--- config.mk ---
export PLATFORM = sky130hd
export DESIGN_NAME = exu_fu_requester_flat
export DESIGN_NICKNAME = d
export VERILOG_FILES = /design/src/rtl/cpu_types_pkg.sv /design/src/rtl/exu_fu_requester_if.sv /design/src/rtl/fu_watchdog.sv /design/src/rtl/exu_fu_requester.sv /design/src/flat_wrapper.sv
export SDC_FILE = /design/constraint.sdc
export NUM_CORES = 1
export LEC_CHECK = 0
export BUFFER_PORTS_ARGS = -buffer_cell sky130_fd_sc_hd__buf_2
export CORE_MARGIN = 10
export CORE_UTILIZATION = 35
export CTS_BUF_LIST = sky130_fd_sc_hd__clkbuf_4 sky130_fd_sc_hd__clkbuf_8 sky130_fd_sc_hd__clkbuf_16
export CTS_CLUSTER_DIAMETER = 60
export DETAILED_ROUTE_END_ITERATION = 12
export GPL_ROUTABILITY_DRIVEN = 0
export PLACE_DENSITY_LB_ADDON = 0.05
export SLEW_MARGIN = 10
export SYNTH_ARGS = -nofsm -noshare
export SYNTH_HDL_FRONTEND = slang
export SYNTH_SLANG_ARGS = --single-unit
--- constraint.sdc ---
create_clock -name clk -period 3.9 [get_ports clk]
set_input_delay 0.195 -clock clk [delete_from_list [all_inputs] [get_ports clk]]
set_output_delay 0.195 -clock clk [all_outputs]
set_load 0.005 [all_outputs]
--- src/rtl/cpu_types_pkg.sv ---
// Shared CPU types: ALU selects, EXU requester FSM states and
// functional-unit timeout constants.
package cpu_types_pkg;

    typedef enum logic [3:0] {
        ALU_ADD,
        ALU_SUB,
        ALU_AND,
        ALU_OR,
        ALU_XOR,
        ALU_SLL,
        ALU_SRL,
        ALU_SRA,
        ALU_SLT,
        ALU_SLTU
    } alusel_e;

    typedef enum logic [1:0] {
        S_IDLE  = 2'd0,
        S_ISSUE = 2'd1,
        S_WAIT  = 2'd2,
        S_DONE  = 2'd3
    } exu_req_state_e;

    localparam int FU_TIMEOUT_DEFAULT = 64;
    localparam logic [31:0] FU_TIMEOUT_PATTERN = 32'hdeadbeef;

endpackage

--- src/rtl/exu_fu_requester_if.sv ---
// Bundle of upstream, functional-unit and downstream handshake signals.
// master = the EXU requester, slave = its environment.
interface exu_fu_requester_if #(
    parameter int WIDTH = 32
);
    import cpu_types_pkg::*;

    logic             in_valid;
    logic             in_ready;
    logic [WIDTH-1:0] in_a;
    logic [WIDTH-1:0] in_b;
    alusel_e          in_op;
    logic [4:0]       in_rd;

    logic             fu_valid;
    logic [WIDTH-1:0] fu_a;
    logic [WIDTH-1:0] fu_b;
    alusel_e          fu_op;
    logic             fu_ready;
    logic [WIDTH-1:0] fu_result;

    logic             out_valid;
    logic             out_ready;
    logic [WIDTH-1:0] out_result;
    logic [4:0]       out_rd;

    logic             busy;
    logic             timeout_err;

    modport master (
        input  in_valid, in_a, in_b, in_op, in_rd,
        input  fu_ready, fu_result, out_ready,
        output in_ready, fu_valid, fu_a, fu_b, fu_op,
        output out_valid, out_result, out_rd,
        output busy, timeout_err
    );

    modport slave (
        output in_valid, in_a, in_b, in_op, in_rd,
        output fu_ready, fu_result, out_ready,
        input  in_ready, fu_valid, fu_a, fu_b, fu_op,
        input  out_valid, out_result, out_rd,
        input  busy, timeout_err
    );

endinterface

--- src/rtl/fu_watchdog.sv ---
// WAIT-cycle counter with expiry compare; only built when
// EXU_FU_TIMEOUT_EN is defined.
`ifdef EXU_FU_TIMEOUT_EN
module fu_watchdog #(
    parameter int LIMIT = 64
) (
    input  logic clk,
    input  logic rst,
    input  logic clear,
    input  logic run,
    output logic expired
);

    localparam int CW = $clog2(LIMIT + 1);

    logic [CW-1:0] cnt_q, cnt_d;

    always_comb begin
        cnt_d = cnt_q;
        if (clear)
            cnt_d = '0;
        else if (run && cnt_q != CW'(LIMIT))
            cnt_d = cnt_q + 1'b1;
    end

    always_ff @(posedge clk or posedge rst) begin
        if (rst)
            cnt_q <= '0;
        else
            cnt_q <= cnt_d;
    end

    // fires on the LIMIT-th WAIT cycle so DONE follows exactly LIMIT cycles
    assign expired = run && (cnt_q == CW'(LIMIT - 1));

endmodule
`endif

--- src/rtl/exu_fu_requester.sv ---
// EXU-side initiator for the single-pulse FU handshake.
// Optional watchdog: define EXU_FU_TIMEOUT_EN.
module exu_fu_requester
    import cpu_types_pkg::*;
#(
    parameter int WIDTH          = 32,
    parameter int TIMEOUT_CYCLES = FU_TIMEOUT_DEFAULT
) (
    input  logic clk,
    input  logic rst,
    exu_fu_requester_if.master bus
);

    exu_req_state_e   state_q, state_d;
    logic [WIDTH-1:0] a_q, a_d;
    logic [WIDTH-1:0] b_q, b_d;
    alusel_e          op_q, op_d;
    logic [4:0]       rd_q, rd_d;
    logic [WIDTH-1:0] res_q, res_d;
    logic             in_ready;

`ifdef EXU_FU_TIMEOUT_EN
    logic err_q, err_d;
    logic expired;

    fu_watchdog #(
        .LIMIT (TIMEOUT_CYCLES)
    ) u_wdog (
        .clk     (clk),
        .rst     (rst),
        .clear   (state_q == S_ISSUE),
        .run     (state_q == S_WAIT),
        .expired (expired)
    );
`endif

    always_comb begin
        state_d  = state_q;
        a_d      = a_q;
        b_d      = b_q;
        op_d     = op_q;
        rd_d     = rd_q;
        res_d    = res_q;
`ifdef EXU_FU_TIMEOUT_EN
        err_d    = err_q;
`endif
        in_ready = (state_q == S_IDLE) ||
                   (state_q == S_DONE && bus.out_ready);

        unique case (state_q)
            S_IDLE, S_DONE: begin
                if (in_ready) begin
                    state_d = bus.in_valid ? S_ISSUE : S_IDLE;
                    if (bus.in_valid) begin
                        a_d  = bus.in_a;
                        b_d  = bus.in_b;
                        op_d = bus.in_op;
                        rd_d = bus.in_rd;
                    end
                end
            end
            S_ISSUE: begin
                state_d = S_WAIT;
            end
            S_WAIT: begin
                if (bus.fu_ready) begin
                    res_d   = bus.fu_result;
                    state_d = S_DONE;
                end
`ifdef EXU_FU_TIMEOUT_EN
                else if (expired) begin
                    res_d   = WIDTH'(FU_TIMEOUT_PATTERN);
                    err_d   = 1'b1;
                    state_d = S_DONE;
                end
`endif
            end
            default: state_d = S_IDLE;
        endcase
    end

    always_ff @(posedge clk or posedge rst) begin
        if (rst) begin
            state_q <= S_IDLE;
            a_q     <= '0;
            b_q     <= '0;
            op_q    <= ALU_ADD;
            rd_q    <= '0;
            res_q   <= '0;
        end else begin
            state_q <= state_d;
            a_q     <= a_d;
            b_q     <= b_d;
            op_q    <= op_d;
            rd_q    <= rd_d;
            res_q   <= res_d;
        end
    end

`ifdef EXU_FU_TIMEOUT_EN
    always_ff @(posedge clk or posedge rst) begin
        if (rst)
            err_q <= 1'b0;
        else
            err_q <= err_d;
    end

    assign bus.timeout_err = err_q;
`else
    assign bus.timeout_err = 1'b0;
`endif

    assign bus.in_ready   = in_ready;
    assign bus.fu_valid   = (state_q == S_ISSUE);
    assign bus.fu_a       = a_q;
    assign bus.fu_b       = b_q;
    assign bus.fu_op      = op_q;
    assign bus.out_valid  = (state_q == S_DONE);
    assign bus.out_result = res_q;
    assign bus.out_rd     = rd_q;
    assign bus.busy       = (state_q != S_IDLE);

endmodule

--- src/flat_wrapper.sv ---
// flat-port wrapper written by rule: the top's interface ports become plain ports
module exu_fu_requester_flat import cpu_types_pkg::*;
#(
    parameter int WIDTH          = 32,
    parameter int TIMEOUT_CYCLES = FU_TIMEOUT_DEFAULT
)
  (clk, rst, bus_in_valid, bus_in_a, bus_in_b, bus_in_op, bus_in_rd, bus_fu_ready, bus_fu_result, bus_out_ready, bus_in_ready, bus_fu_valid, bus_fu_a, bus_fu_b, bus_fu_op, bus_out_valid, bus_out_result, bus_out_rd, bus_busy, bus_timeout_err);
  exu_fu_requester_if #(.WIDTH(WIDTH)) bus_i ();
  input  logic clk;
  input  logic rst;
  input wire logic [$bits(bus_i.in_valid)-1:0] bus_in_valid;
  input wire logic [$bits(bus_i.in_a)-1:0] bus_in_a;
  input wire logic [$bits(bus_i.in_b)-1:0] bus_in_b;
  input wire logic [$bits(bus_i.in_op)-1:0] bus_in_op;
  input wire logic [$bits(bus_i.in_rd)-1:0] bus_in_rd;
  input wire logic [$bits(bus_i.fu_ready)-1:0] bus_fu_ready;
  input wire logic [$bits(bus_i.fu_result)-1:0] bus_fu_result;
  input wire logic [$bits(bus_i.out_ready)-1:0] bus_out_ready;
  output wire logic [$bits(bus_i.in_ready)-1:0] bus_in_ready;
  output wire logic [$bits(bus_i.fu_valid)-1:0] bus_fu_valid;
  output wire logic [$bits(bus_i.fu_a)-1:0] bus_fu_a;
  output wire logic [$bits(bus_i.fu_b)-1:0] bus_fu_b;
  output wire logic [$bits(bus_i.fu_op)-1:0] bus_fu_op;
  output wire logic [$bits(bus_i.out_valid)-1:0] bus_out_valid;
  output wire logic [$bits(bus_i.out_result)-1:0] bus_out_result;
  output wire logic [$bits(bus_i.out_rd)-1:0] bus_out_rd;
  output wire logic [$bits(bus_i.busy)-1:0] bus_busy;
  output wire logic [$bits(bus_i.timeout_err)-1:0] bus_timeout_err;
  assign bus_i.in_valid = bus_in_valid;
  assign bus_i.in_a = bus_in_a;
  assign bus_i.in_b = bus_in_b;
  assign bus_i.in_op = bus_in_op;
  assign bus_i.in_rd = bus_in_rd;
  assign bus_i.fu_ready = bus_fu_ready;
  assign bus_i.fu_result = bus_fu_result;
  assign bus_i.out_ready = bus_out_ready;
  assign bus_in_ready = bus_i.in_ready;
  assign bus_fu_valid = bus_i.fu_valid;
  assign bus_fu_a = bus_i.fu_a;
  assign bus_fu_b = bus_i.fu_b;
  assign bus_fu_op = bus_i.fu_op;
  assign bus_out_valid = bus_i.out_valid;
  assign bus_out_result = bus_i.out_result;
  assign bus_out_rd = bus_i.out_rd;
  assign bus_busy = bus_i.busy;
  assign bus_timeout_err = bus_i.timeout_err;
  exu_fu_requester #(.WIDTH(WIDTH), .TIMEOUT_CYCLES(TIMEOUT_CYCLES)) u_core (.clk(clk), .rst(rst), .bus(bus_i));
endmodule
=== Word level (Yosys, flattened, before mapping) ===
Index checks and enable logic that the tools add are counted.
Widths: inputs -> output; s select.

* Equal/unequal tests: 5
* Multiplexer cells: 4
* Reductions and logical operators: 8

{| class="wikitable"
|+ Operators by type and width
! operator !! count
|-
| $pmux 2 s3 || 1
|-
| $eq 2x2->1 const B || 2
|-
| $mux 2 || 2
|-
| $ne 2x2->1 const B || 2
|-
| $reduce_and 2->1 || 2
|-
| $reduce_and 3->1 || 1
|-
| $eq 2x1->1 const B || 1
|-
| $logic_not 2->1 || 1
|-
| $reduce_bool 2->1 || 1
|-
| $reduce_or 2->1 || 1
|-
| $logic_and 1x1->1 || 1
|-
| $logic_or 1x1->1 || 1
|-
| $mux 1 || 1
|}

* Bits in registers: 107
* Logic and storage cells: 23

=== Depth between registers and ports, before layout ===
* Word-level depth: 5
* Mapped depth: 8
* Gate-level depth less buffers: 6

=== Worst setup path after synthesis ===
No wires, ideal clock.

* Kind: flip-flop to flip-flop
* From: register u_core.state_q[0]
* To: register u_core.a_q[0], in the netlist u_core.bus.fu_a[0]
* Data arrival time: 1618 ps
* Required time: 3775 ps
* Setup slack: 2157 ps
* Cell stages (with the launch flop): 9
* Path buffers: 2
* Cells stage by stage: dfrtp_1 -> inv_1 -> ha_1 -> a21oi_2 -> inv_2 -> and3_4 -> buf_12 -> buf_12 -> mux2_4

* Cells in the longest elaborated chain, start to end: 4

{| class="wikitable"
|+ Ends and longest elaborated chain
! element !! RTL line !! RTL
|-
| from (decl) || exu_fu_requester.sv:14 || <nowiki>exu_req_state_e state_q, state_d;</nowiki>
|-
| from (signal assigned) || exu_fu_requester.sv:91 || <nowiki>state_q <= state_d;</nowiki>
|-
| $eq 2x2->1 || exu_fu_requester.sv:48 || <nowiki>(state_q == S_DONE && bus.out_ready);</nowiki>
|-
| $logic_and 1x1->1 || exu_fu_requester.sv:48 ||
|-
| $logic_or 1x1->1 * || exu_fu_requester.sv:47 || <nowiki>in_ready = (state_q == S_IDLE) ||</nowiki>
|-
| named net bus_in_ready || flat_wrapper.sv:19 || <nowiki>output wire logic [$bits(bus_i.in_ready)-1:0] bus_in_ready;</nowiki>
|-
| $reduce_and 3->1 (no source line) * || n/a ||
|-
| to (signal assigned) || exu_fu_requester.sv:85 || <nowiki>a_q <= '0;</nowiki>
|-
| to (signal assigned) || exu_fu_requester.sv:92 || <nowiki>a_q <= a_d;</nowiki>
|-
| to (decl) || exu_fu_requester.sv:15 || <nowiki>logic [WIDTH-1:0] a_q, a_d;</nowiki>
|}

The timed path passes the listed nets; every way through them passes the cells marked *.
A chain may end at the register's enable or synchronous reset.

=== Worst setup path in the final report ===
* From: register u_core.state_q[0]
* To: register u_core.b_q[27], in the netlist u_core.bus.fu_b[27]

* Cells in the longest elaborated chain, start to end: 4

{| class="wikitable"
|+ Ends and longest elaborated chain
! element !! RTL line !! RTL
|-
| $eq 2x2->1 || exu_fu_requester.sv:48, exu_fu_requester.sv:50 ||
|-
| $logic_and 1x1->1 || exu_fu_requester.sv:48 ||
|-
| $logic_or 1x1->1 || exu_fu_requester.sv:47 ||
|-
| $reduce_and 3->1 (no source line) * || n/a ||
|-
| to (signal assigned) || exu_fu_requester.sv:86 || <nowiki>b_q <= '0;</nowiki>
|-
| to (signal assigned) || exu_fu_requester.sv:93 || <nowiki>b_q <= b_d;</nowiki>
|-
| to (decl) || exu_fu_requester.sv:16 || <nowiki>logic [WIDTH-1:0] b_q, b_d;</nowiki>
|}

Mark *: on every way between the ends. The rest lies on a longest branch, timed or not.

==> results.py <==
metrics = {
    "sta": {
        "final_hold_viol_count": 0,
        "rsz0062_at_grt": "false",
        "max_clock_freq_mhz": 407,
        "slew_headroom": 0.299,
        "setup_ws_ps": 1450,
        "min_period_ps": 2450,
        "min_period_over_period": 0.629,
        "setup_viol": 0,
        "tightest_slew_ps": 1050,
        "tns_ps": 0,
        "skew_ps": 3.36,
        "finalMaxSlewViolations": 0,
    },
    "synth": {
        "synthSimpleGateAreaFrac": 0.00618,
        "netlist_area_mm2": 0.00445,
        "synth.distinct_cells": 19,
        "synthAdderAreaFrac": 0.0112,
        "synth_warnings": 0,
        "synth_seq_cells": 107,
        "synth-seq-area-share": 0.601,
        "syn_inst": 245,
        "avgSynthCellArea_um2": 18.2,
        "synth_top_family_by_area": "multiplexers",
        "synth_xor_xnor_area_share": 0,
        "synth.area.mux_share": 0.325,
        "synth_nets": 359,
        "synth-compound-area-share": 0.00983,
    },
    "clock_tree": {
        "clock-root-buffer": "clkbuf_16",
        "htree_levels": 3,
        "clock_path_buffers": 2,
        "ctsHoldBuffers": 0,
        "cts_tree": "built",
        "cts.sinks": 107,
        "ctsResizeCount": 0,
        "cts_buffers": 9,
        "clk_latency_ps": 340,
        "postCtsSetupBuffers": 0,
        "cts.clk_slew.worst_paths_ps": 70,
    },
    "setup_path": {
        "ff2ff_path_depth": 6,
        "crit_path_max_fanout": 40,
        "required_ps": 4130,
        "crit_chain": "inv_1, ha_1, inv_1, and3_4, buf_12, mux2_4",
        "setup.worst_path.class": "reg2reg",
        "critical_path.top_delay_family": "simple AND/OR/NAND/NOR gates",
        "max_stage_delay_ps": 710,
        "arrival_ps": 2690,
        "reg2reg_from": "u_core.state_q[0]",
        "worst_path_most_repeated_cell": "inv_1",
        "reg2reg_to": "u_core.bus.fu_b[27]",
        "worst_setup_path_end_kind": "flop",
        "path_buf_inv": 3,
        "ff2ff_setup_slack_ps": 1450,
        "start_kind": "flop",
        "slowest_stage": "and3_4",
    },
    "floorplanning": {
        "rows": 41,
        "dieWidth_um": 133,
        "core_mm2": 0.0125,
        "io_pins": 220,
        "start_util": 0.356,
        "die_h_um": 133,
        "die_area_mm2": 0.0176,
    },
    "cells_and_area": {
        "layout_commonest_cell": "buf_2",
        "drive_gt1_frac": 0.736,
        "final_cell_mix": "buf_2 (218), dfrtp_1 (107), mux2_4 (70)",
        "num-nets-final": 579,
        "areaGrowthSynthToFinish_pct": 33.2,
    },
    "global_route": {
        "gr-total-overflow": 0,
        "grt_first_pass_wirelength_um": 17500,
        "grt_max_degree": 87,
        "antenna_found_initial": 1,
        "grt_pass1_vias": 3103,
        "track_usage": 0.126,
    },
    "power": {
        "leakage_nw": 3.04,
        "p_int_mw": 3.48,
        "vdd_drop_max_uv": 469,
        "clkPwrFrac": 0.192,
        "p_per_area_mw_per_mm2": 824,
        "p_total_mw": 4.89,
        "combPwrFrac": 0.407,
        "swShare": 0.288,
        "switchingPower_mw": 1.41,
        "seqPwrFrac": 0.401,
    },
    "detailed_routing": {
        "route.detailed.drc": 0,
        "num_vias": 2763,
        "drtAntennaViolNets": 0,
        "drt_iter0_markers": 101,
        "drt_first_pass_iters": 4,
        "drt-wirelength-per-cell_um": 17.3,
        "drt-vias-per-instance": 4.30,
        "wirelength_um": 11200,
    },
    "worst_hold_path": {
        "hold_depth": 2,
        "hold_path_end": "u_core.bus.fu_a[17]",
        "min_from": "bus_in_a[17]",
        "min_path_type": "in2reg",
    },
    "placement": {
        "port_buffers": 218,
        "hpwl_um": 8540,
        "pre_cts_slack_ps": 1430,
    },
    "outcome": {
        "status": "finished, final reports clean",
    },
    "job": {
        "drv_cap": 0,
    },
}
cells in the mapped netlist:
master | number | share of area
buf_4 | 1 | 0.0017
and3_4 | 1 | 0.0025
mux2_4 | 70 | 0.24
conb_1 | 1 | 0.00084
o22ai_1 | 1 | 0.0014
buf_12 | 8 | 0.036
ha_1 | 4 | 0.011
a211oi_1 | 1 | 0.0017
a21oi_1 | 1 | 0.0011
nand2_1 | 1 | 0.00084
a21o_1 | 1 | 0.0017
a311oi_1 | 1 | 0.0020
buf_2 | 3 | 0.0034
dfrtp_1 | 107 | 0.60
mux2_2 | 35 | 0.089
inv_1 | 5 | 0.0042
a21oi_2 | 1 | 0.0020
nand2b_1 | 2 | 0.0028
inv_2 | 1 | 0.00084
power groups by stage:
stage,Combinational (mW),Clock (mW),Sequential [mW]
after floorplan,1.19,0,2.02
after global placement,2.02,0,1.97
after detailed placement,2.05,0,1.97
after CTS,2.05,0.979,1.97
after global routing,2.15,1.02,2.04
final,1.99,0.939,1.96
metrics by stage:
stage | hold WS, ps | area (um^2) | utilization | std cells
floorplan | 343 | 4450 | - | 245
global placement | 426 | 5610 | 0.449 | 626
detailed placement | 429 | 5610 | 0.449 | 626
CTS | 55.2 | 5930 | 0.474 | 642
global route | 61.9 | 5930 | 0.474 | 642
finish | 74.6 | 5930 | 0.474 | 643
worst max-delay path by stage:
stage / startpoint / to / slack (ps) / cells past startpoint
after CTS: u_core.state_q[0] / u_core.bus.fu_b[27] / 1420 / 6
after global placement: u_core.state_q[0] / u_core.bus.fu_a[15] / 1510 / 6
after floorplan: rst / u_core.bus.fu_a[0] / 890 / 1
after detailed placement: u_core.state_q[0] / u_core.bus.fu_b[27] / 1430 / 6
final: u_core.state_q[0] / u_core.bus.fu_b[27] / 1450 / 6
after global routing: u_core.state_q[0] / u_core.bus.fu_a[11] / 1310 / 6
per-layer routing:
| layer | wire length [um] | vias to the layer above | global-route usage |
|---|---|---|---|
| li1 | - | 1286 | - |
| met5 | 0 | - | 0 |
| met2 | 5330 | 118 | 0.197 |
| met1 | 4680 | 1349 | 0.145 |
| met4 | 143 | 0 | 0.0440 |
| met3 | 997 | 10 | 0.0628 |
layout make-up:
type | instances | area, um^2
sequential | 107 | 2680
timing repair buffer | 221 | 1130
antenna | 1 | 2.50
tap | 172 | 215
clock buffer | 12 | 267
inverter | 6 | 25.0
clock inverter | 4 | 47.5
multi-input combinational | 120 | 1570
fill | 1191 | 6590
state kept, by name (all words and copies together) (netlist names):
register               flops
u_core.state_q             2
u_core.bus.fu_op           4
u_core.bus.out_result     32
u_core.bus.fu_b           32
u_core.bus.fu_a           32
u_core.bus.out_rd          5
cell families after synthesis:
kind of cell | Yosys count
flip-flops | 107
multiplexers | 105
buffers and inverters | 18
AO/OA/AOI/OAI | 6
adder cells (fa/ha/maj) | 4
AND/OR/NAND/NOR | 4
other | 1
(Power assumes the default switching activity.)
